[src/rtl/stage_if_if.sv]
// rtl/stage_if_if.sv - instruction bus between the fetch stage and instruction memory
//
// Purpose: groups the single-outstanding fetch request/response handshake.
// Signals:
//   imem_req_valid  fetch request valid                (fetch -> memory)
//   imem_req_ready  memory accepts the request         (memory -> fetch)
//   imem_req_addr   64-bit fetch address               (fetch -> memory)
//   imem_resp_valid one response per accepted request  (memory -> fetch)
//   imem_resp_data  32-bit instruction word            (memory -> fetch)
//   imem_resp_fault access fault for this response     (memory -> fetch)
// Modports: master = fetch stage side, slave = memory side.

interface stage_if_if;
    logic        imem_req_valid;
    logic        imem_req_ready;
    logic [63:0] imem_req_addr;
    logic        imem_resp_valid;
    logic [31:0] imem_resp_data;
    logic        imem_resp_fault;

    modport master (
        output imem_req_valid,
        output imem_req_addr,
        input  imem_req_ready,
        input  imem_resp_valid,
        input  imem_resp_data,
        input  imem_resp_fault
    );

    modport slave (
        input  imem_req_valid,
        input  imem_req_addr,
        output imem_req_ready,
        output imem_resp_valid,
        output imem_resp_data,
        output imem_resp_fault
    );
endinterface

[src/rtl/stage_if.sv]
// rtl/stage_if.sv - instruction-fetch stage producing if2id packets
//
// Purpose: holds the PC, issues one 32-bit fetch at a time on the instruction
// bus and presents each result (or fetch trap) as an if2id packet.
// Ports:
//   clock        single clock, all state on posedge
//   reset_n      asynchronous active-low reset
//   if_flush     redirect: discard current work, restart at redirect_pc
//   redirect_pc  redirect target, sampled only while if_flush=1
//   if_ready     downstream consumes if_data this cycle
//   imem         instruction bus (master side)
//   if_data      if2id packet, 100 bits:
//                [99] if_valid  [98] if_inst_valid  [97] if_misaligned
//                [96] if_acc_fault  [95:32] pc  [31:0] instr

module stage_if #(
    parameter logic [63:0] RESET_PC = 64'h8000_0000
) (
    input  logic          clock,
    input  logic          reset_n,
    input  logic          if_flush,
    input  logic [63:0]   redirect_pc,
    input  logic          if_ready,
    stage_if_if.master    imem,
    output logic [99:0]   if_data
);

    localparam int unsigned B_VALID      = 99;
    localparam int unsigned B_INST_VALID = 98;
    localparam int unsigned B_MISALIGNED = 97;
    localparam int unsigned B_ACC_FAULT  = 96;

    typedef enum logic [2:0] {
        S_REQ,
        S_WAIT,
        S_DROP,
        S_HOLD,
        S_HALT
    } state_t;

    state_t      state;
    state_t      state_nx;
    logic [63:0] pc;
    logic [63:0] pc_nx;
    logic [99:0] pkt_nx;
    logic        aligned;
    logic        handshake;
    logic        pkt_trap;

    assign aligned  = (pc[1:0] == 2'b00);
    assign pkt_trap = if_data[B_MISALIGNED] | if_data[B_ACC_FAULT];

    // Request is purely a function of state; gating with reset_n keeps the
    // bus quiet while reset is held even though the reset state is REQ.
    assign imem.imem_req_valid = reset_n && (state == S_REQ) && aligned;
    assign imem.imem_req_addr  = pc;
    assign handshake           = imem.imem_req_valid && imem.imem_req_ready;

    always_ff @(posedge clock or negedge reset_n) begin
        if (!reset_n) begin
            state   <= S_REQ;
            pc      <= RESET_PC;
            if_data <= '0;
        end else begin
            state   <= state_nx;
            pc      <= pc_nx;
            if_data <= pkt_nx;
        end
    end

    always_comb begin
        state_nx = state;
        pc_nx    = pc;
        pkt_nx   = if_data;

        if (if_flush) begin
            // A flush must remember a request the bus still owes us an answer
            // for, so its late response is discarded rather than captured.
            pc_nx  = redirect_pc;
            pkt_nx = '0;
            if ((state == S_WAIT && !imem.imem_resp_valid) ||
                (state == S_REQ  && handshake) ||
                (state == S_DROP && !imem.imem_resp_valid)) begin
                state_nx = S_DROP;
            end else begin
                state_nx = S_REQ;
            end
        end else begin
            case (state)
                S_REQ: begin
                    if (!aligned) begin
                        pkt_nx               = '0;
                        pkt_nx[B_VALID]      = 1'b1;
                        pkt_nx[B_MISALIGNED] = 1'b1;
                        pkt_nx[95:32]        = pc;
                        state_nx             = S_HOLD;
                    end else if (handshake) begin
                        state_nx = S_WAIT;
                    end
                end
                S_WAIT: begin
                    if (imem.imem_resp_valid) begin
                        pkt_nx               = '0;
                        pkt_nx[B_VALID]      = 1'b1;
                        pkt_nx[B_INST_VALID] = !imem.imem_resp_fault;
                        pkt_nx[B_ACC_FAULT]  = imem.imem_resp_fault;
                        pkt_nx[95:32]        = pc;
                        pkt_nx[31:0]         = imem.imem_resp_data;
                        state_nx             = S_HOLD;
                    end
                end
                S_HOLD: begin
                    if (if_ready) begin
                        pkt_nx = '0;
                        if (pkt_trap) begin
                            // Trap packet: downstream will redirect us.
                            state_nx = S_HALT;
                        end else begin
                            pc_nx    = pc + 64'd4;
                            state_nx = S_REQ;
                        end
                    end
                end
                S_DROP: begin
                    if (imem.imem_resp_valid) begin
                        state_nx = S_REQ;
                    end
                end
                S_HALT: begin
                    state_nx = S_HALT;
                end
                default: begin
                    state_nx = S_REQ;
                end
            endcase
        end
    end

endmodule
[src/flat_wrapper.sv]
// flat-port wrapper written by rule: the top's interface ports become plain ports
module stage_if_flat 
#(
    parameter logic [63:0] RESET_PC = 64'h8000_0000
)
  (clock, reset_n, if_flush, redirect_pc, if_ready, if_data, imem_imem_req_valid, imem_imem_req_addr, imem_imem_req_ready, imem_imem_resp_valid, imem_imem_resp_data, imem_imem_resp_fault);
  stage_if_if imem_i ();
  input  logic clock;
  input  logic reset_n;
  input  logic if_flush;
  input  logic [63:0] redirect_pc;
  input  logic if_ready;
  output logic [99:0] if_data;
  output wire logic [$bits(imem_i.imem_req_valid)-1:0] imem_imem_req_valid;
  output wire logic [$bits(imem_i.imem_req_addr)-1:0] imem_imem_req_addr;
  input wire logic [$bits(imem_i.imem_req_ready)-1:0] imem_imem_req_ready;
  input wire logic [$bits(imem_i.imem_resp_valid)-1:0] imem_imem_resp_valid;
  input wire logic [$bits(imem_i.imem_resp_data)-1:0] imem_imem_resp_data;
  input wire logic [$bits(imem_i.imem_resp_fault)-1:0] imem_imem_resp_fault;
  assign imem_imem_req_valid = imem_i.imem_req_valid;
  assign imem_imem_req_addr = imem_i.imem_req_addr;
  assign imem_i.imem_req_ready = imem_imem_req_ready;
  assign imem_i.imem_resp_valid = imem_imem_resp_valid;
  assign imem_i.imem_resp_data = imem_imem_resp_data;
  assign imem_i.imem_resp_fault = imem_imem_resp_fault;
  stage_if #(.RESET_PC(RESET_PC)) u_core (.clock(clock), .reset_n(reset_n), .if_flush(if_flush), .redirect_pc(redirect_pc), .if_ready(if_ready), .imem(imem_i), .if_data(if_data));
endmodule
[config.mk]
export PLATFORM = sky130hd
export DESIGN_NAME = stage_if_flat
export DESIGN_NICKNAME = d
export VERILOG_FILES = /design/src/rtl/stage_if_if.sv /design/src/rtl/stage_if.sv /design/src/flat_wrapper.sv
export SDC_FILE = /design/constraint.sdc
export NUM_CORES = 1
export LEC_CHECK = 0
export ABC_AREA = 1
export BUFFER_PORTS_ARGS = -buffer_cell sky130_fd_sc_hd__buf_2
export CORE_ASPECT_RATIO = 1.1
export CORE_MARGIN = 3
export CORE_UTILIZATION = 45
export DETAILED_ROUTE_END_ITERATION = 6
export PLACE_DENSITY = 0.71
export SLEW_MARGIN = 30
export SYNTH_ARGS = -nofsm -noshare
export SYNTH_HDL_FRONTEND = slang
export SYNTH_SLANG_ARGS = --single-unit
[constraint.sdc]
create_clock -name clock -period 3.2 [get_ports clock]
set_input_delay 0.16 -clock clock [delete_from_list [all_inputs] [get_ports clock]]
set_output_delay 0.16 -clock clock [all_outputs]
set_load 0.01 [all_outputs]
# Yosys cells after proc, flatten, opt, wreduce, memory -nomap -nowiden
# Cells that the tools add are included.
# word_totals
reg_bits	167
in_bits	103
out_inout_bits	165
wordCells	51
# op_classes
add_sub_neg	1
eq_ne	10
muxes	18
bitwise_logic	1
n_reduce_logical	18
# op_table
cell	n
$mux 100	4
$pmux 100 s3	1
$mux 64	4
$add 64x3->64 const B	1
$mux 3	7
$pmux 3 s5	1
$ne 3x3->1 const B	4
$reduce_and 4->1	2
$eq 3x2->1 const B	2
$logic_and 1x1->1	6
$ne 4x4->1 const B	1
$reduce_bool 2->1	2
$reduce_bool 4->1	1
$eq 3x1->1 const B	1
$eq 3x3->1 const B	1
$logic_not 3->1	1
$reduce_and 3->1	1
$logic_not 1->1	2
$logic_not 2->1	1
$logic_or 1x1->1	2
$mux 2	1
$ne 2x2->1 const B	1
$or 1x1->1	1

# Longest topological paths before layout
# Gate-level depths: netlist (run 1).
# depth
ltp_word	9
ltp_mapped	11
depth_no_buf	11

# Worst setup path before layout (run 1)
# OpenSTA, ideal clock, no wires.
# synth_path
path_type	flip-flop to flip-flop
startpoint	register u_core.pc[3] (netlist: u_core.imem.imem_req_addr[3])
endpoint	register u_core.pc[54] (netlist: u_core.imem.imem_req_addr[54])
t_arrival_ps	1625
path_slack_ps	1458
path_stages_with_launch	11
path_buffers	0
synth_period_minus_slack_ps	1742
path_cell_list	dfrtp_1 -> ha_1 -> nand2_1 -> nor2_1 -> nand2_1 -> nor2_4 -> nand2_1 -> o21ai_0 -> nand3_1 -> nand2_1 -> nand2_1
# synth_between
elab_chain_len	5
# synth_rtl
element	line_no	text
from (decl)	stage_if.sv:43	logic [63:0] pc;
from (signal assigned)	stage_if.sv:66	pc <= pc_nx;
$add 64x3->64	stage_if.sv:119	pc_nx = pc + 64'd4;
$mux 64	stage_if.sv:115	if (pkt_trap) begin
$mux 64	stage_if.sv:113	if (if_ready) begin
$mux 64	stage_if.sv:89	case (state)
$mux 64	stage_if.sv:76	if (if_flush) begin
# No other way between the ends. The select of a mux whose other input is x is not followed.
# A chain may end at the register's enable or synchronous reset.

# Worst setup path after layout (run 1)
# layout_path
startpoint	register u_core.state[2]
endpoint	register u_core.pc[16] (netlist: u_core.imem.imem_req_addr[16])
# layout_between
elab_chain_len	3
# layout_rtl
element	line_no	text
from (decl)	stage_if.sv:41	state_t state;
from (signal assigned)	stage_if.sv:65	state <= state_nx;
$eq 3x2->1	stage_if.sv:89	
$reduce_bool 2->1 (no source line)	-	
$reduce_and 3->1 (no source line)	-	
# No other way between the ends.

==> impl_metrics.py, run 1 <==
metrics = {
    "setup_path": {
        "reg2regPathDepth": 11,
        "end_kind": "register",
        "path_delay_family": "buffers and inverters",
        "slowest_delay_ns": 0.59,
        "cp.arrival_ns": 2.94,
        "crit_fanout": 57,
        "cp.required_ns": 3.53,
        "crit_cells": 11,
        "path_class": "reg2reg",
        "crit_slowest_cell": "clkinv_2",
        "cp_num_buf_inv": 4,
        "setup.worst_path.start_class": "register",
        "path_cells": "inv_2 -> nand2_4 -> nor2_4 -> nand3_4 -> nand2_2 -> clkinv_2 -> buf_4 -> a21oi_1 -> nand2_1 -> nand2_1 -> inv_1",
        "crit_top_cell": "nand2_1",
    },
    "sta": {
        "finalCritPeriodShare": 0.815,
        "maxClockFrequency_mhz": 384,
        "finalCriticalPeriod_ns": 2.61,
        "fin_setup_tns_ns": 0,
        "relSlewSlack": 0.454,
        "final.setup.worst_slack_ns": 0.592,
        "rsz0062_at_grt": "false",
        "tightest_slew_ns": 0.820,
        "setup_viol": 0,
        "final_max_slew_viol_count": 0,
        "hold_viol_final": 0,
        "fin_skew_ns": 0.0134,
    },
    "die": {
        "io-pin-count": 268,
        "coreArea_um2": 20100,
        "dieArea_um2": 22600,
        "rows": 54,
        "die_w_um": 144,
        "die_height_um": 157,
        "start_util": 0.465,
    },
    "routing": {
        "post-route-drc-count": 0,
        "viasPerCell": 5.25,
        "drt_iter0_markers": 635,
        "post_drt_wl_per_cell_um": 17.9,
        "drt-total-wl_um": 34100,
        "firstDrtPassIters": 6,
        "final_antenna_net_count": 0,
        "vias": 10000,
    },
    "yosys": {
        "syn_avg_cell_area_um2": 6.87,
        "postSynthCellCount": 1364,
        "synth_edf_count": 0,
        "yosysSeqAreaShare": 0.446,
        "ys_async_sr_fraction": 1.00,
        "yosysWarnings": 0,
        "yosysUniqueCellTypes": 31,
        "ys_ff_latch": 167,
        "synth_area_um2": 9360,
        "synthFlopType": "dfrtp_1",
        "yosysTopAreaCell": "dfrtp_1",
        "synthDominantCellAreaShare": 0.444,
        "synth_area_leaders": "dfrtp_1 (44%), nand2_1 (14%), inv_1 (9.2%), nor2_1 (8.9%), nand3_1 (6.0%)",
        "syn-num-nets": 1468,
    },
    "clock_network": {
        "root_buffer": "clkbuf_16",
        "cts_made_buffers": 17,
        "cts-resized-gates": 0,
        "h-tree-depth": 4,
        "clockBufferDepth": 2,
        "cts.clk_slew.worst_paths_ns": 0.07,
        "clk_latency_ns": 0.44,
        "cts_num_sinks": 167,
        "tritoncts": "done",
    },
    "power": {
        "ir_drop_uv": 437,
        "cellLeakagePower_nw": 6.19,
        "powerDensity_nw_per_um2": 723,
        "power_w": 0.00856,
    },
    "finish": {
        "fillCellCount": 1953,
        "drive_gt1_frac": 0.197,
        "num-nets-final": 1743,
        "synthToLayoutAreaGrowth_pct": 26.3,
        "multi_input_area_um2": 4080,
        "seq_area_um2": 4180,
    },
    "grt": {
        "grt_usage": 0.299,
        "antenna_found_initial": 1,
        "grt_pass1_vias": 9751,
        "grt_pass1_wl_um": 52400,
        "grt_max_degree": 141,
        "grt_remaining_overflow": 0,
    },
    "min_path": {
        "whs_path_depth": 3,
        "hold_path_class": "in2reg",
    },
    "status": {
        "outcome": "finished, final reports clean",
    },
    "placement": {
        "place_ws_ns": 0.870,
        "numPortBuffers": 267,
        "gp_congestion": 0.982,
        "dp_hpwl_um": 25500,
    },
    "job": {
        "maxCapViolations": 0,
    },
}
## final timing paths
path / to / start / slack [ns]
max in group asynchronous: u_core.imem.imem_req_addr[48] / reset_n / 1.85
min in group asynchronous: u_core.imem.imem_req_addr[29] / reset_n / 0.26
setup reg to reg: u_core.imem.imem_req_addr[16] / u_core.state[2] / 0.59
setup / recovery: u_core.imem.imem_req_addr[16] / u_core.state[2] / 0.59
hold reg to reg: u_core.if_data[40] / u_core.if_data[40] / 0.53
hold / removal: u_core.if_data[23] / imem_imem_resp_data[23] / 0.001
## cell type report
class / count / area share
Sequential cell: 167 / 0.353
Multi-Input combinational cell: 913 / 0.345
Timing Repair Buffer: 308 / 0.148
Inverter: 232 / 0.0737
Clock buffer: 19 / 0.0374
Tap cell: 252 / 0.0267
Clock inverter: 13 / 0.0161
Antenna cell: 1 / 0.000212
## registers in the layout, summed over array words and instances (netlist names)
name and count:
u_core.state 3, u_core.if_data 100, u_core.imem.imem_req_addr 64
## metal layers
| metal | track usage | routed length, um |
|---|---|---|
| met2 | 0.491 | 15800 |
| met4 | 0.139 | 1490 |
| met1 | 0.384 | 14600 |
| met3 | 0.0526 | 2280 |
| met5 | 0 | 0 |
## synthesized netlist by cell type, types with 3 or more instances
cell / number
a31oi_1: 4
nor2_4: 3
nand3_1: 113
a22oi_1: 3
dfrtp_1: 166
clkbuf_1: 20
nor3_1: 14
inv_2: 3
o211ai_1: 9
o21ai_0: 82
buf_2: 23
nor2_1: 221
o22ai_1: 64
nand2_1: 344
nand4_1: 14
inv_1: 229
buf_1: 5
a21oi_1: 29
buf_4: 3
o21bai_1: 4
## per-stage QoR
stage	hold WS [ns]	cell area, um2	util	std cells
3_5_place_dp	0.154	10900	0.541	1843
2_1_floorplan	-0.136	9360	-	1364
3_3_place_gp	0.147	10900	0.541	1843
6_report	0.000965	11800	0.587	1905
4_1_cts	0.00328	11800	0.587	1904
5_1_grt	0.00918	11800	0.587	1905
## cells by family (layout without fill, tap and decap cells)
logic type | Yosys count | in the layout | share of synthesized area
buffers and inverters | 284 | 572 | 0.119
AO/OA/AOI/OAI | 197 | 197 | 0.120
adder cells (fa/ha/maj) | 1 | 1 | 0.00134
other | 0 | 1 | 0
AND/OR/NAND/NOR | 714 | 714 | 0.313
flip-flops | 167 | 167 | 0.446
XOR/XNOR | 1 | 1 | 0.000935
## worst min-delay path, cell delays in order
cell     delay, ns
buf_2         0.08
nand3_1       0.07
o21ai_0       0.09
## what timing repair did
item | CTS | global route
hold buffers | 29 | 0
buffers inserted | 0 | 0
endpoints found under the hold margin | 72 | 0
## cells in the final DEF (no fill, tap or decap), types with 2 or more instances in the layout
master         netlist  final
a21oi_1             29     29
a22oi_1              3      3
a31oi_1              4      4
buf_12               0      2
buf_2               23    266
buf_4                3     10
bufinv_16            0      3
clkbuf_16            0     17
clkinv_4             0      5
dfrtp_1            166    166
dlygate4sd3_1        0     29
inv_1              229    228
inv_2                3      3
inv_6                0      2
inv_8                0      2
nand2_1            344    343
nand2_2              1      2
nand3_1            113    113
nand4_1             14     14
nor2_1             221    221
nor2_4               3      3
nor3_1              14     13
o211ai_1             9      9
o21ai_0             82     82
o21bai_1             4      4
o22ai_1             64     64
## power breakdown
group / internal (W) / switching [W] / leakage [nW]
sequential: 0.00272 / 0.000553 / 2.13
clock: 0.00128 / 0.000969 / 0.309
combinational: 0.00106 / 0.00198 / 3.76
total: 0.00506 / 0.00350 / 6.19
Power figures use the tool's default switching activity.
==> run 2: changes to the inputs <==
clock period = 2.6 ns   (was 3.2 ns; I/O delays follow)
==> run 2 against run 1 <==
First-iteration DRC count is 0.16% lower. Fmax is 18% higher. Total power is 19% higher. Sequential cell count stayed put. Critical endpoint is now u_core.imem.imem_req_addr[62]. Highest routed layer unchanged.
==> impl_metrics.py, run 2 (same netlist as run 1, synthesis figures left out) <==
metrics = {
    "grt": {
        "grt_usage": 0.297,
        "grt_pass1_wl_um": 51800,
        "grt_remaining_overflow": 0,
        "antenna_found_initial": 0,
        "grt_pass1_vias": 9642,
        "grt_max_degree": 112,
    },
    "sta": {
        "maxClockFrequency_mhz": 454,
        "rsz0062_at_grt": "false",
        "tightest_slew_ns": 0.645,
        "setup_viol": 0,
        "finalCritPeriodShare": 0.847,
        "final_max_slew_viol_count": 0,
        "fin_setup_tns_ns": 0,
        "relSlewSlack": 0.570,
        "fin_skew_ns": 0.00941,
        "hold_viol_final": 0,
        "finalCriticalPeriod_ns": 2.20,
    },
    "clock_network": {
        "tritoncts": "done",
        "root_buffer": "clkbuf_16",
        "h-tree-depth": 4,
        "cts_made_buffers": 17,
        "cts.clk_slew.worst_paths_ns": 0.07,
        "clk_latency_ns": 0.43,
        "clockBufferDepth": 2,
        "cts_num_sinks": 167,
        "cts-resized-gates": 0,
    },
    "power": {
        "powerDensity_nw_per_um2": 855,
        "p_clk_frac": 0.232,
        "ir_drop_uv": 503,
        "power_frac_comb": 0.374,
        "cellLeakagePower_nw": 6.22,
        "p_sw_frac": 0.419,
        "p_sw_w": 0.00426,
        "pwr-share-seq": 0.394,
        "intPower_w": 0.00591,
    },
    "min_path": {
        "min_from": "redirect_pc[11]",
        "whs_path_depth": 5,
        "hold_path_class": "in2reg",
        "holdPathEnd": "u_core.imem.imem_req_addr[11]",
    },
    "placement": {
        "gp_congestion": 0.992,
        "dp_hpwl_um": 25400,
        "placed_cell_area_um2": 10900,
        "numPortBuffers": 267,
    },
    "setup_path": {
        "path_delay_family": "simple AND/OR/NAND/NOR gates",
        "cp.required_ns": 2.92,
        "crit_fanout": 6,
        "reg2reg_to": "u_core.imem.imem_req_addr[62]",
        "crit_top_cell": "nand2_1",
        "path_class": "reg2reg",
        "crit_slowest_cell": "dfrtp_1",
        "slowest_delay_ns": 0.45,
        "cp_num_buf_inv": 1,
        "reg2regPathDepth": 10,
        "path_cells": "ha_1 -> nand2_1 -> nor2_1 -> inv_1 -> nor2_1 -> nand2_1 -> o21ai_0 -> nand3_1 -> nand2_1 -> nand2_1",
        "end_kind": "register",
        "setup.worst_path.start_class": "register",
        "r2r_start": "u_core.imem.imem_req_addr[3]",
        "cp.arrival_ns": 2.53,
        "regToRegSetupSlack_ns": 0.40,
    },
    "finish": {
        "largest_reg_flops": 100,
        "insertedDiodeCount": 0,
        "final_cell_mix": "nand2_1 (343), buf_2 (266), inv_1 (228)",
        "num-nets-final": 1761,
        "layout_commonest_cell": "nand2_1",
        "synthToLayoutAreaGrowth_pct": 27.1,
        "final_area_um2": 11900,
        "largest-register": "u_core.if_data",
        "drive_gt1_frac": 0.197,
    },
    "status": {
        "outcome": "finished, final reports clean",
    },
    "routing": {
        "drt_iter0_markers": 634,
        "vias": 10000,
        "firstDrtPassIters": 7,
        "drt-total-wl_um": 33800,
        "post_drt_wl_per_cell_um": 17.6,
        "post-route-drc-count": 0,
        "final_antenna_net_count": 0,
        "viasPerCell": 5.21,
    },
    "die": {
        "io-pin-count": 268,
        "coreArea_um2": 20100,
        "dieArea_um2": 22600,
        "rows": 54,
        "die_w_um": 144,
        "die_height_um": 157,
        "start_util": 0.465,
    },
    "job": {
        "maxCapViolations": 0,
    },
}
run 2: cell types whose count changed in the layout (fill, tap and decap cells not counted), sizes merged:
cell / before / now
clkinvlp: 0 / 3
diode: 1 / 0
clkbuf: 19 / 17
clkinv: 7 / 6
dlygate4sd3: 29 / 44
buf: 279 / 282
inv: 235 / 237
bufinv: 3 / 0
run 2: layout make-up:
type | instances | area [um2]
clock buffers | 17 | 425
clock inverters | 14 | 103
fillers | 1978 | 8230
inverters | 232 | 871
multi-input cells | 913 | 4080
flip-flops and latches | 167 | 4180
well taps | 252 | 315
repair buffers | 326 | 1930
run 2: worst max path at each step:
stage	end	startpoint	cells after the start	slack [ns]
6_report	u_core.imem.imem_req_addr[62]	u_core.imem.imem_req_addr[3]	10	0.40
5_1_grt	u_core.imem.imem_req_addr[42]	u_core.imem.imem_req_addr[3]	10	0.09
4_1_cts	u_core.imem.imem_req_addr[34]	u_core.imem.imem_req_addr[3]	10	0.46
3_5_place_dp	u_core.imem.imem_req_addr[42]	u_core.imem.imem_req_addr[3]	10	0.48
3_3_place_gp	u_core.imem.imem_req_addr[42]	u_core.imem.imem_req_addr[3]	10	0.54
2_1_floorplan	u_core.imem.imem_req_addr[54]	u_core.imem.imem_req_addr[3]	10	0.86
run 2: worst register-to-register path, stage by stage, from the launching register on:
cell and delay, ns:
dfrtp_1 0.45, ha_1 0.21, nand2_1 0.08, nor2_1 0.30
inv_1 0.13, nor2_1 0.39, nand2_1 0.17, o21ai_0 0.18
nand3_1 0.08, nand2_1 0.07, nand2_1 0.04
run 2: per-layer routing:
layer,share of wire,vias up,global-route usage
li1,-,4886,-
met3,0.083,68,0.0647
met1,0.42,4635,0.381
met5,0,-,0
met2,0.46,414,0.488
met4,0.037,0,0.123
run 2: power by group through the flow:
stage,clock network [W],logic [W],registers [W]
floorplan,0,0.00189,0.00426
finish,0.00236,0.00381,0.00401
detailed placement,0,0.00374,0.00403
global route,0.00253,0.00424,0.00411
CTS,0.00241,0.00380,0.00399
global placement,0,0.00370,0.00400
run 2: what timing repair did:
action | in CTS | in global routing
endpoints found under the hold margin | 76 | 1
hold buffers | 43 | 1
buffers inserted | 0 | 0
run 2: metrics by stage:
stage	total power (W)	setup slack [ns]	hold slack, ns	std cells	util
final	0.0102	0.397	0.0221	1921	0.591
after global routing	0.0109	0.0930	0.0136	1921	0.591
after CTS	0.0102	0.460	0.00309	1920	0.591
after detailed placement	0.00777	0.483	0.0382	1846	0.543
after global placement	0.00770	0.537	0.0380	1846	0.543
after floorplan	0.00615	0.858	-0.166	1364	-
